--- config.mk ---
export PLATFORM = sky130hd
export DESIGN_NAME = led_dimmer_flat
export DESIGN_NICKNAME = d
export VERILOG_FILES = /design/src/rtl/led_dimmer_if.sv /design/src/rtl/led_dimmer.sv /design/src/flat_wrapper.sv
export SDC_FILE = /design/constraint.sdc
export NUM_CORES = 1
export LEC_CHECK = 0
export BUFFER_PORTS_ARGS = -buffer_cell sky130_fd_sc_hd__buf_4
export CORE_UTILIZATION = 45
export CTS_BUF_LIST = sky130_fd_sc_hd__clkbuf_8
export DETAILED_ROUTE_END_ITERATION = 8
export PLACE_DENSITY_LB_ADDON = 0.25
export SLEW_MARGIN = 25
export SYNTH_ARGS = -nofsm -noshare
export SYNTH_HDL_FRONTEND = slang
export SYNTH_SLANG_ARGS = --single-unit
--- constraint.sdc ---
create_clock -name clock -period 3.5 [get_ports clock]
set_clock_uncertainty 0.05 [all_clocks]
set_input_delay 0.175 -clock clock [delete_from_list [all_inputs] [get_ports clock]]
set_output_delay 0.175 -clock clock [all_outputs]
set_load 0.03 [all_outputs]
--- src/rtl/led_dimmer_if.sv ---
// LED dimmer bus: logical LED pattern, brightness writes and lamp-test control in,
// PWM pin drive and lamp-test status out.
interface led_dimmer_if #(
    parameter int unsigned WIDTH    = 16,
    parameter int unsigned PWM_BITS = 8
);
    logic [WIDTH-1:0]    led_in;
    logic [PWM_BITS-1:0] brightness;
    logic                brightness_we;
    logic                lamp_test_req;
    logic [WIDTH-1:0]    led_pwm_out;
    logic                lamp_test_busy;

    modport master (
        output led_in, brightness, brightness_we, lamp_test_req,
        input  led_pwm_out, lamp_test_busy
    );

    modport slave (
        input  led_in, brightness, brightness_we, lamp_test_req,
        output led_pwm_out, lamp_test_busy
    );
endinterface

--- src/rtl/led_dimmer.sv ---
// PWM brightness control of the LED pattern with period-aligned duty updates,
// plus a lamp test (all on, then a walking one across the channels).
module led_dimmer #(
    parameter int unsigned               WIDTH          = 16,
    parameter int unsigned               PWM_BITS       = 8,
    parameter logic [PWM_BITS-1:0]       BRIGHT_DEFAULT = 8'd128,
    parameter int unsigned               LT_ON_CYCLES   = 40079000,
    parameter int unsigned               LT_STEP_CYCLES = 4008000
) (
    input  logic         clock,
    input  logic         reset_n,
    led_dimmer_if.slave  bus
);
    localparam int unsigned LT_MAX = (LT_ON_CYCLES > LT_STEP_CYCLES) ? LT_ON_CYCLES : LT_STEP_CYCLES;
    localparam int unsigned DW     = (LT_MAX > 1) ? $clog2(LT_MAX + 1) : 1;
    localparam int unsigned SW     = (WIDTH > 1) ? $clog2(WIDTH) : 1;

    localparam logic [DW-1:0]    ON_LAST   = DW'(LT_ON_CYCLES - 1);
    localparam logic [DW-1:0]    STEP_LAST = DW'(LT_STEP_CYCLES - 1);
    localparam logic [SW-1:0]    STEP_MAX  = SW'(WIDTH - 1);
    localparam logic [WIDTH-1:0] ONE_HOT0  = WIDTH'(1);

    typedef enum logic [1:0] {IDLE, ALL_ON, WALK} state_t;

    state_t              r_state, w_state_n;
    logic [DW-1:0]       r_dwell, w_dwell_n;
    logic [SW-1:0]       r_step,  w_step_n;
    logic [WIDTH-1:0]    r_led,   w_led_n;
    logic                r_busy;
    logic [PWM_BITS-1:0] r_pwm_cnt;
    logic [PWM_BITS-1:0] r_shadow;
    logic [PWM_BITS-1:0] r_bright_act;
    logic                w_wrap;
    logic                w_gate;

    assign w_wrap = (r_pwm_cnt == '1);
    assign w_gate = (r_bright_act == '1) || (r_pwm_cnt < r_bright_act);

    always_ff @(posedge clock or negedge reset_n) begin
        if (!reset_n) begin
            r_pwm_cnt    <= '0;
            r_shadow     <= BRIGHT_DEFAULT;
            r_bright_act <= BRIGHT_DEFAULT;
        end else begin
            r_pwm_cnt <= r_pwm_cnt + PWM_BITS'(1);
            if (bus.brightness_we)
                r_shadow <= bus.brightness;
            // A write landing on the wrap cycle must take effect in the very next period.
            if (w_wrap)
                r_bright_act <= bus.brightness_we ? bus.brightness : r_shadow;
        end
    end

    always_ff @(posedge clock or negedge reset_n) begin
        if (!reset_n) begin
            r_state <= IDLE;
            r_dwell <= '0;
            r_step  <= '0;
            r_led   <= '0;
            r_busy  <= 1'b0;
        end else begin
            r_state <= w_state_n;
            r_dwell <= w_dwell_n;
            r_step  <= w_step_n;
            r_led   <= w_led_n;
            r_busy  <= (w_state_n != IDLE);
        end
    end

    always_comb begin
        w_state_n = r_state;
        w_dwell_n = r_dwell;
        w_step_n  = r_step;
        w_led_n   = '0;
        case (r_state)
            IDLE: begin
                if (bus.lamp_test_req) begin
                    w_state_n = ALL_ON;
                    w_dwell_n = '0;
                    w_step_n  = '0;
                end
            end
            ALL_ON: begin
                if (r_dwell == ON_LAST) begin
                    w_state_n = WALK;
                    w_dwell_n = '0;
                    w_step_n  = '0;
                end else begin
                    w_dwell_n = r_dwell + DW'(1);
                end
            end
            WALK: begin
                if (r_dwell == STEP_LAST) begin
                    w_dwell_n = '0;
                    if (r_step == STEP_MAX) begin
                        w_state_n = IDLE;
                        w_step_n  = '0;
                    end else begin
                        w_step_n = r_step + SW'(1);
                    end
                end else begin
                    w_dwell_n = r_dwell + DW'(1);
                end
            end
            default: begin
                w_state_n = IDLE;
                w_dwell_n = '0;
                w_step_n  = '0;
            end
        endcase

        // Pin drive follows the next state so it changes on the same edge as the state.
        case (w_state_n)
            ALL_ON:  w_led_n = '1;
            WALK:    w_led_n = ONE_HOT0 << w_step_n;
            default: w_led_n = bus.led_in & {WIDTH{w_gate}};
        endcase
    end

    assign bus.led_pwm_out    = r_led;
    assign bus.lamp_test_busy = r_busy;
endmodule

--- src/flat_wrapper.sv ---
// flat-port wrapper written by rule: the top's interface ports become plain ports
module led_dimmer_flat 
#(
    parameter int unsigned               WIDTH          = 16,
    parameter int unsigned               PWM_BITS       = 8,
    parameter logic [PWM_BITS-1:0]       BRIGHT_DEFAULT = 8'd128,
    parameter int unsigned               LT_ON_CYCLES   = 40079000,
    parameter int unsigned               LT_STEP_CYCLES = 4008000
)
  (clock, reset_n, bus_led_in, bus_brightness, bus_brightness_we, bus_lamp_test_req, bus_led_pwm_out, bus_lamp_test_busy);
  led_dimmer_if #(.WIDTH(WIDTH), .PWM_BITS(PWM_BITS)) bus_i ();
  input  logic clock;
  input  logic reset_n;
  input wire logic [$bits(bus_i.led_in)-1:0] bus_led_in;
  input wire logic [$bits(bus_i.brightness)-1:0] bus_brightness;
  input wire logic [$bits(bus_i.brightness_we)-1:0] bus_brightness_we;
  input wire logic [$bits(bus_i.lamp_test_req)-1:0] bus_lamp_test_req;
  output wire logic [$bits(bus_i.led_pwm_out)-1:0] bus_led_pwm_out;
  output wire logic [$bits(bus_i.lamp_test_busy)-1:0] bus_lamp_test_busy;
  assign bus_i.led_in = bus_led_in;
  assign bus_i.brightness = bus_brightness;
  assign bus_i.brightness_we = bus_brightness_we;
  assign bus_i.lamp_test_req = bus_lamp_test_req;
  assign bus_led_pwm_out = bus_i.led_pwm_out;
  assign bus_lamp_test_busy = bus_i.lamp_test_busy;
  led_dimmer #(.WIDTH(WIDTH), .PWM_BITS(PWM_BITS), .BRIGHT_DEFAULT(BRIGHT_DEFAULT), .LT_ON_CYCLES(LT_ON_CYCLES), .LT_STEP_CYCLES(LT_STEP_CYCLES)) u_core (.clock(clock), .reset_n(reset_n), .bus(bus_i));
endmodule
Yosys cells after proc, flatten, opt, wreduce, memory -nomap -nowiden
Cells that the tools add are included.
{"block": "totals", "output_inout_bits": 17, "ff_bits": 73, "input_bits": 28}
{"block": "classes", "mux": 16, "n_bitwise": 1, "add_sub_neg": 3, "n_reduce_logical": 3, "n_eq_ne": 10, "n_lt_le_gt_ge": 1, "shift": 1}
{"operator": "$mux 26", "count": 3}
{"operator": "$pmux 26 s3", "count": 1}
{"operator": "$pmux 16 s2", "count": 1}
{"operator": "$add 26x1->26 const B", "count": 1}
{"operator": "$eq 26x22->1 const B", "count": 1}
{"operator": "$eq 26x26->1 const B", "count": 1}
{"operator": "$and 16x16->16", "count": 1}
{"operator": "$eq 8x8->1 const B", "count": 2}
{"operator": "$mux 4", "count": 4}
{"operator": "$shl 1x4->16 const A", "count": 1}
{"operator": "$pmux 4 s3", "count": 1}
{"operator": "$add 8x1->8 const B", "count": 1}
{"operator": "$lt 8x8->1", "count": 1}
{"operator": "$mux 2", "count": 4}
{"operator": "$mux 8", "count": 1}
{"operator": "$pmux 2 s3", "count": 1}
{"operator": "$add 4x1->4 const B", "count": 1}
{"operator": "$eq 2x1->1 const B", "count": 2}
{"operator": "$eq 2x2->1 const B", "count": 2}
{"operator": "$eq 4x4->1 const B", "count": 1}
{"operator": "$logic_not 2->1", "count": 1}
{"operator": "$ne 2x2->1 const B", "count": 1}
{"operator": "$reduce_bool 2->1", "count": 1}
{"operator": "$logic_or 1x1->1", "count": 1}

Depth between registers and ports, before layout
{"block": "depth", "word_depth": 6, "mapped_depth": 12, "mapped_depth_nobuf": 12}

Least setup slack after synthesis
OpenSTA, ideal clock, no wires.
{"block": "synth_timing", "kind": "flip-flop to flip-flop", "startpoint": "register u_core.r_dwell[0]", "endpoint": "register u_core.r_led[4], in the netlist u_core.bus.led_pwm_out[4]", "slack_ns": 0.204, "synth_period_minus_slack_ns": 3.296, "stages_incl_launch_ff": 12, "n_path_buf": 1, "arrival_ns": 3.179, "path_cell_list": "dfrtp_1 > ha_1 > or4bb_1 > or4_4 > nor3_1 > nor2_1 > o21ai_0 > a21o_1 > ha_1 > a21oi_1 > clkbuf_1 > a221o_1"}
{"block": "synth_via", "elab_chain_cells": 5}
{"item": "from (decl)", "line_no": "led_dimmer.sv:26", "rtl": "logic [DW-1:0] r_dwell, w_dwell_n;"}
{"item": "from (signal assigned)", "line_no": "led_dimmer.sv:63", "rtl": "r_dwell <= w_dwell_n;"}
{"item": "$eq 26x22->1 or $eq 26x26->1 (tied branches)", "line_no": "led_dimmer.sv:93, led_dimmer.sv:84"}
{"item": "$mux 2 (tied with other cells)", "line_no": "led_dimmer.sv:93", "rtl": "if (r_dwell == STEP_LAST) begin"}
{"item": "$pmux 2 s3 or $pmux 4 s3 (tied branches)", "line_no": "led_dimmer.sv:75", "rtl": "case (r_state)"}
{"item": "$eq 2x2->1 (tied with other cells)", "line_no": "led_dimmer.sv:113", "rtl": "case (w_state_n)"}
{"item": "$pmux 16 s2 (*)", "line_no": "led_dimmer.sv:113"}
{"item": "named net u_core.w_led_n[4]", "line_no": "led_dimmer.sv:28", "rtl": "logic [WIDTH-1:0] r_led, w_led_n;"}
{"item": "to (signal assigned)", "line_no": "led_dimmer.sv:65", "rtl": "r_led <= w_led_n;"}
{"item": "to (decl)", "line_no": "led_dimmer.sv:28"}
The timed path passes the listed nets; every way through them passes the cells marked *.
A chain may end at the register's enable or synchronous reset.

Final worst setup path
{"block": "layout_timing", "startpoint": "register u_core.r_dwell[1]", "endpoint": "register u_core.r_led[9], in the netlist u_core.bus.led_pwm_out[9]"}
The elaborated chain is that of the path after synthesis.

==> results.py <==
metrics = {
    "yosys": {
        "synth_most_common_cell": "dfrtp_1",
        "yosysUniqueCellTypes": 56,
        "ys_top_cells_by_count": "71 x dfrtp_1, 32 x nand2_1, 31 x nor2_1",
        "ys_ff_latch": 73,
        "synthTopCellsByArea": "dfrtp_1 46%, ha_1 5.5%, a221o_1 4.2%",
        "synth.avg_cell_area_um2": 10.1,
        "syn_nets": 427,
        "async_flop_share_pct": 100,
        "ys_warn_count": 0,
        "yosysTopAreaCell": "dfrtp_1",
        "synth-main-ff-cell": "dfrtp_1",
        "synth_top_cell_area_share_pct": 46.2,
        "netlist_instances": 382,
        "seq_area_frac_synth_pct": 47.6,
        "synthesis.area_um2": 3840,
        "synth-edff-count": 0,
    },
    "clock_tree": {
        "cts_tree": "yes",
        "root_buffer": "clkbuf_8",
        "cts.clk_slew.worst_paths_ns": 0.08,
        "cts_buffers": 9,
        "htreeDepth": 3,
        "numClockSinks": 73,
        "cts_buffer_depth": 2,
        "clkLatencyLatePin_ns": 0.35,
    },
    "power_and_ir_drop": {
        "swShare_pct": 36.3,
        "seq_power_share_pct": 37.4,
        "p_per_area_nw_per_um2": 571,
        "p_leak_nw": 2.07,
        "p_sw_mw": 0.982,
        "peakVddDrop_v": 0.000275,
        "p_comb_share_pct": 37.7,
        "cell_internal_pwr_mw": 1.72,
        "total_power_mw": 2.71,
        "clkPwrFrac_pct": 24.8,
    },
    "sta": {
        "post-route-min-period_ns": 3.34,
        "tns_ns": 0,
        "fmax_ghz": 0.299,
        "slew_violations": 0,
        "max_slew.worst_pin.slew_ns": 1.02,
        "slew_headroom_pct": 32.0,
        "setup_violations": 0,
        "setup_ws_ns": 0.159,
        "min_period_over_period_pct": 95.5,
        "whs_ns": 0.0154,
        "finalHoldViolations": 0,
    },
    "critical_path": {
        "cp_slowest_cell": "or4_4",
        "startpoint_type": "register",
        "crit_chain": "ha_1, or4bb_1, or4_4, nor3_1, nor2_1, o21ai_1, a21o_1, ha_1, buf_4, nand2_1, inv_1, o211a_2, a221o_1",
        "cp_slowest_stage_delay_ns": 0.54,
        "required_ns": 3.68,
        "cp.arrival_ns": 3.52,
        "r2r_setup_slack_ns": 0.16,
        "crit_buf_inv": 2,
        "crit_path_max_fanout": 4,
        "crit_family": "simple AND/OR/NAND/NOR gates",
        "end_kind": "register",
        "cp-startpoint": "u_core.r_dwell[1]",
        "crit_top_cell": "ha_1",
        "r2r_start": "u_core.r_dwell[1]",
        "setup.worst_path.class": "reg -> reg",
    },
    "worst_hold_path": {
        "hold_path_class": "in -> reg",
        "hp-start": "bus_led_in[4]",
    },
    "finish": {
        "syn2layout_area_growth_pct": 23.2,
        "multi_input_area_um2": 1890,
        "fin_util_pct": 57.4,
        "num_antenna_cells": 0,
        "nets": 500,
        "fill_cells": 729,
        "drive_gt1_share_pct": 23.0,
        "seq_area_um2": 1830,
    },
    "placed_design": {
        "port_buffers": 44,
        "pre_cts_slack_ns": -0.268,
        "gp_congestion": 0.827,
        "dpl.hpwl_um": 5980,
    },
    "global_route": {
        "grt_pass1_wl_um": 14000,
        "grt_start_max_net_pins": 74,
        "grt_pass1_vias": 3048,
        "grt_overflow_total": 0,
        "grt_util_all_layers_pct": 20.4,
        "antenna_found_initial": 0,
    },
    "floorplanning": {
        "io_pins": 45,
        "die_area_um2": 8920,
        "core_um2": 8260,
        "num_rows": 33,
        "initial_core_util_pct": 46.5,
        "dieWidth_um": 94.4,
        "dieHeight_um": 94.4,
    },
    "drt": {
        "first_pass_iters": 5,
        "wl_per_cell_um": 14.7,
        "wl_um": 8290,
        "first_iter_violations": 123,
        "antenna_left": 0,
        "viasPerCell": 5.53,
        "vias": 3123,
        "route.detailed.drc": 0,
    },
    "outcome": {
        "outcome": "completed",
    },
    "run": {
        "drv_cap": 0,
    },
}
[logic make-up after synthesis]
family,synth area share (%)
buffers and inverters,3.74
AND/OR/NAND/NOR,20.8
flip-flops,47.6
XOR/XNOR,4.78
multiplexers,3.16
adder cells (fa/ha/maj),5.53
AO/OA/AOI/OAI,14.4
[stage by stage]
stage	instance area [um2]	std cells
global route	4740	565
CTS	4720	564
finish	4740	565
detailed placement	4410	539
floorplan	3840	382
global placement	4410	539
[layout make-up]
class | instances | share of cell area, %
multi-input combinational | 271 | 40.0
sequential | 73 | 38.6
timing repair buffer | 75 | 12.4
tap | 105 | 2.77
clock buffer | 9 | 2.61
inverter | 25 | 1.98
clock inverter | 7 | 1.69
[sequential cells by signal (all words and copies together) (netlist names)]
| name | cells |
|---|---|
| u_core.r_state | 2 |
| u_core.bus.led_pwm_out | 16 |
| u_core.r_bright_act | 8 |
| u_core.r_shadow | 8 |
| u_core.r_pwm_cnt | 8 |
| u_core.r_step | 4 |
| u_core.bus.lamp_test_busy | 1 |
| u_core.r_dwell | 26 |
[metal layers]
metal  track usage [%]  part of all wire (%)  vias to the layer above
met5                 0                     0                        -
li1                  -                     -                     1538
met1              24.9                    46                     1484
met2              34.5                    47                       82
met4              9.74                   2.3                        0
met3              4.11                   4.4                       19
[cell usage in the layout (no fill, tap or decap), types with 5 or more instances in the layout]
cell and n:
dfrtp_1 71, a221o_1 16, nand2b_1 5, nand2_1 32, buf_4 66, xor2_1 5, clkbuf_8 9, nand3_1 20
ha_1 17, o21ai_0 14, nor2_1 31, a21oi_1 9, a21o_1 5, dlygate4sd3_1 9, inv_1 25, mux2_2 9
xnor2_1 16, nand4_1 11, nor3_1 12
[path summary, 6_finish.rpt]
check / to / depth (start not counted)
worst max-delay path: u_core.bus.led_pwm_out[9] / 13
worst min-delay path: u_core.bus.led_pwm_out[4] / 2
worst max register to register: u_core.bus.led_pwm_out[9] / 13
worst min register to register: u_core.r_pwm_cnt[0] / 1
max in group asynchronous: u_core.r_step[1] / 2
min in group asynchronous: u_core.r_shadow[1] / 2
[power by group through the flow]
stage | clock, mW | sequential [mW] | combinational, mW
floorplan | 0 | 1.24 | 0.444
finish | 0.672 | 1.01 | 1.02
CTS | 0.690 | 1.01 | 1.01
detailed placement | 0 | 1.03 | 0.998
global placement | 0 | 1.03 | 0.975
global route | 0.729 | 1.02 | 1.11
[timing repair]
| action | 4_1_cts | 5_1_grt |
|---|---|---|
| pin swaps | 0 | 1 |
| gates cloned | 0 | 0 |
| setup buffers | 0 | 1 |
| hold endpoints to repair | 79 | 0 |
| resized for setup | 2 | 3 |
| hold buffers | 9 | 0 |
| setup endpoints to repair | 16 | 16 |
(Power assumes the default switching activity.)
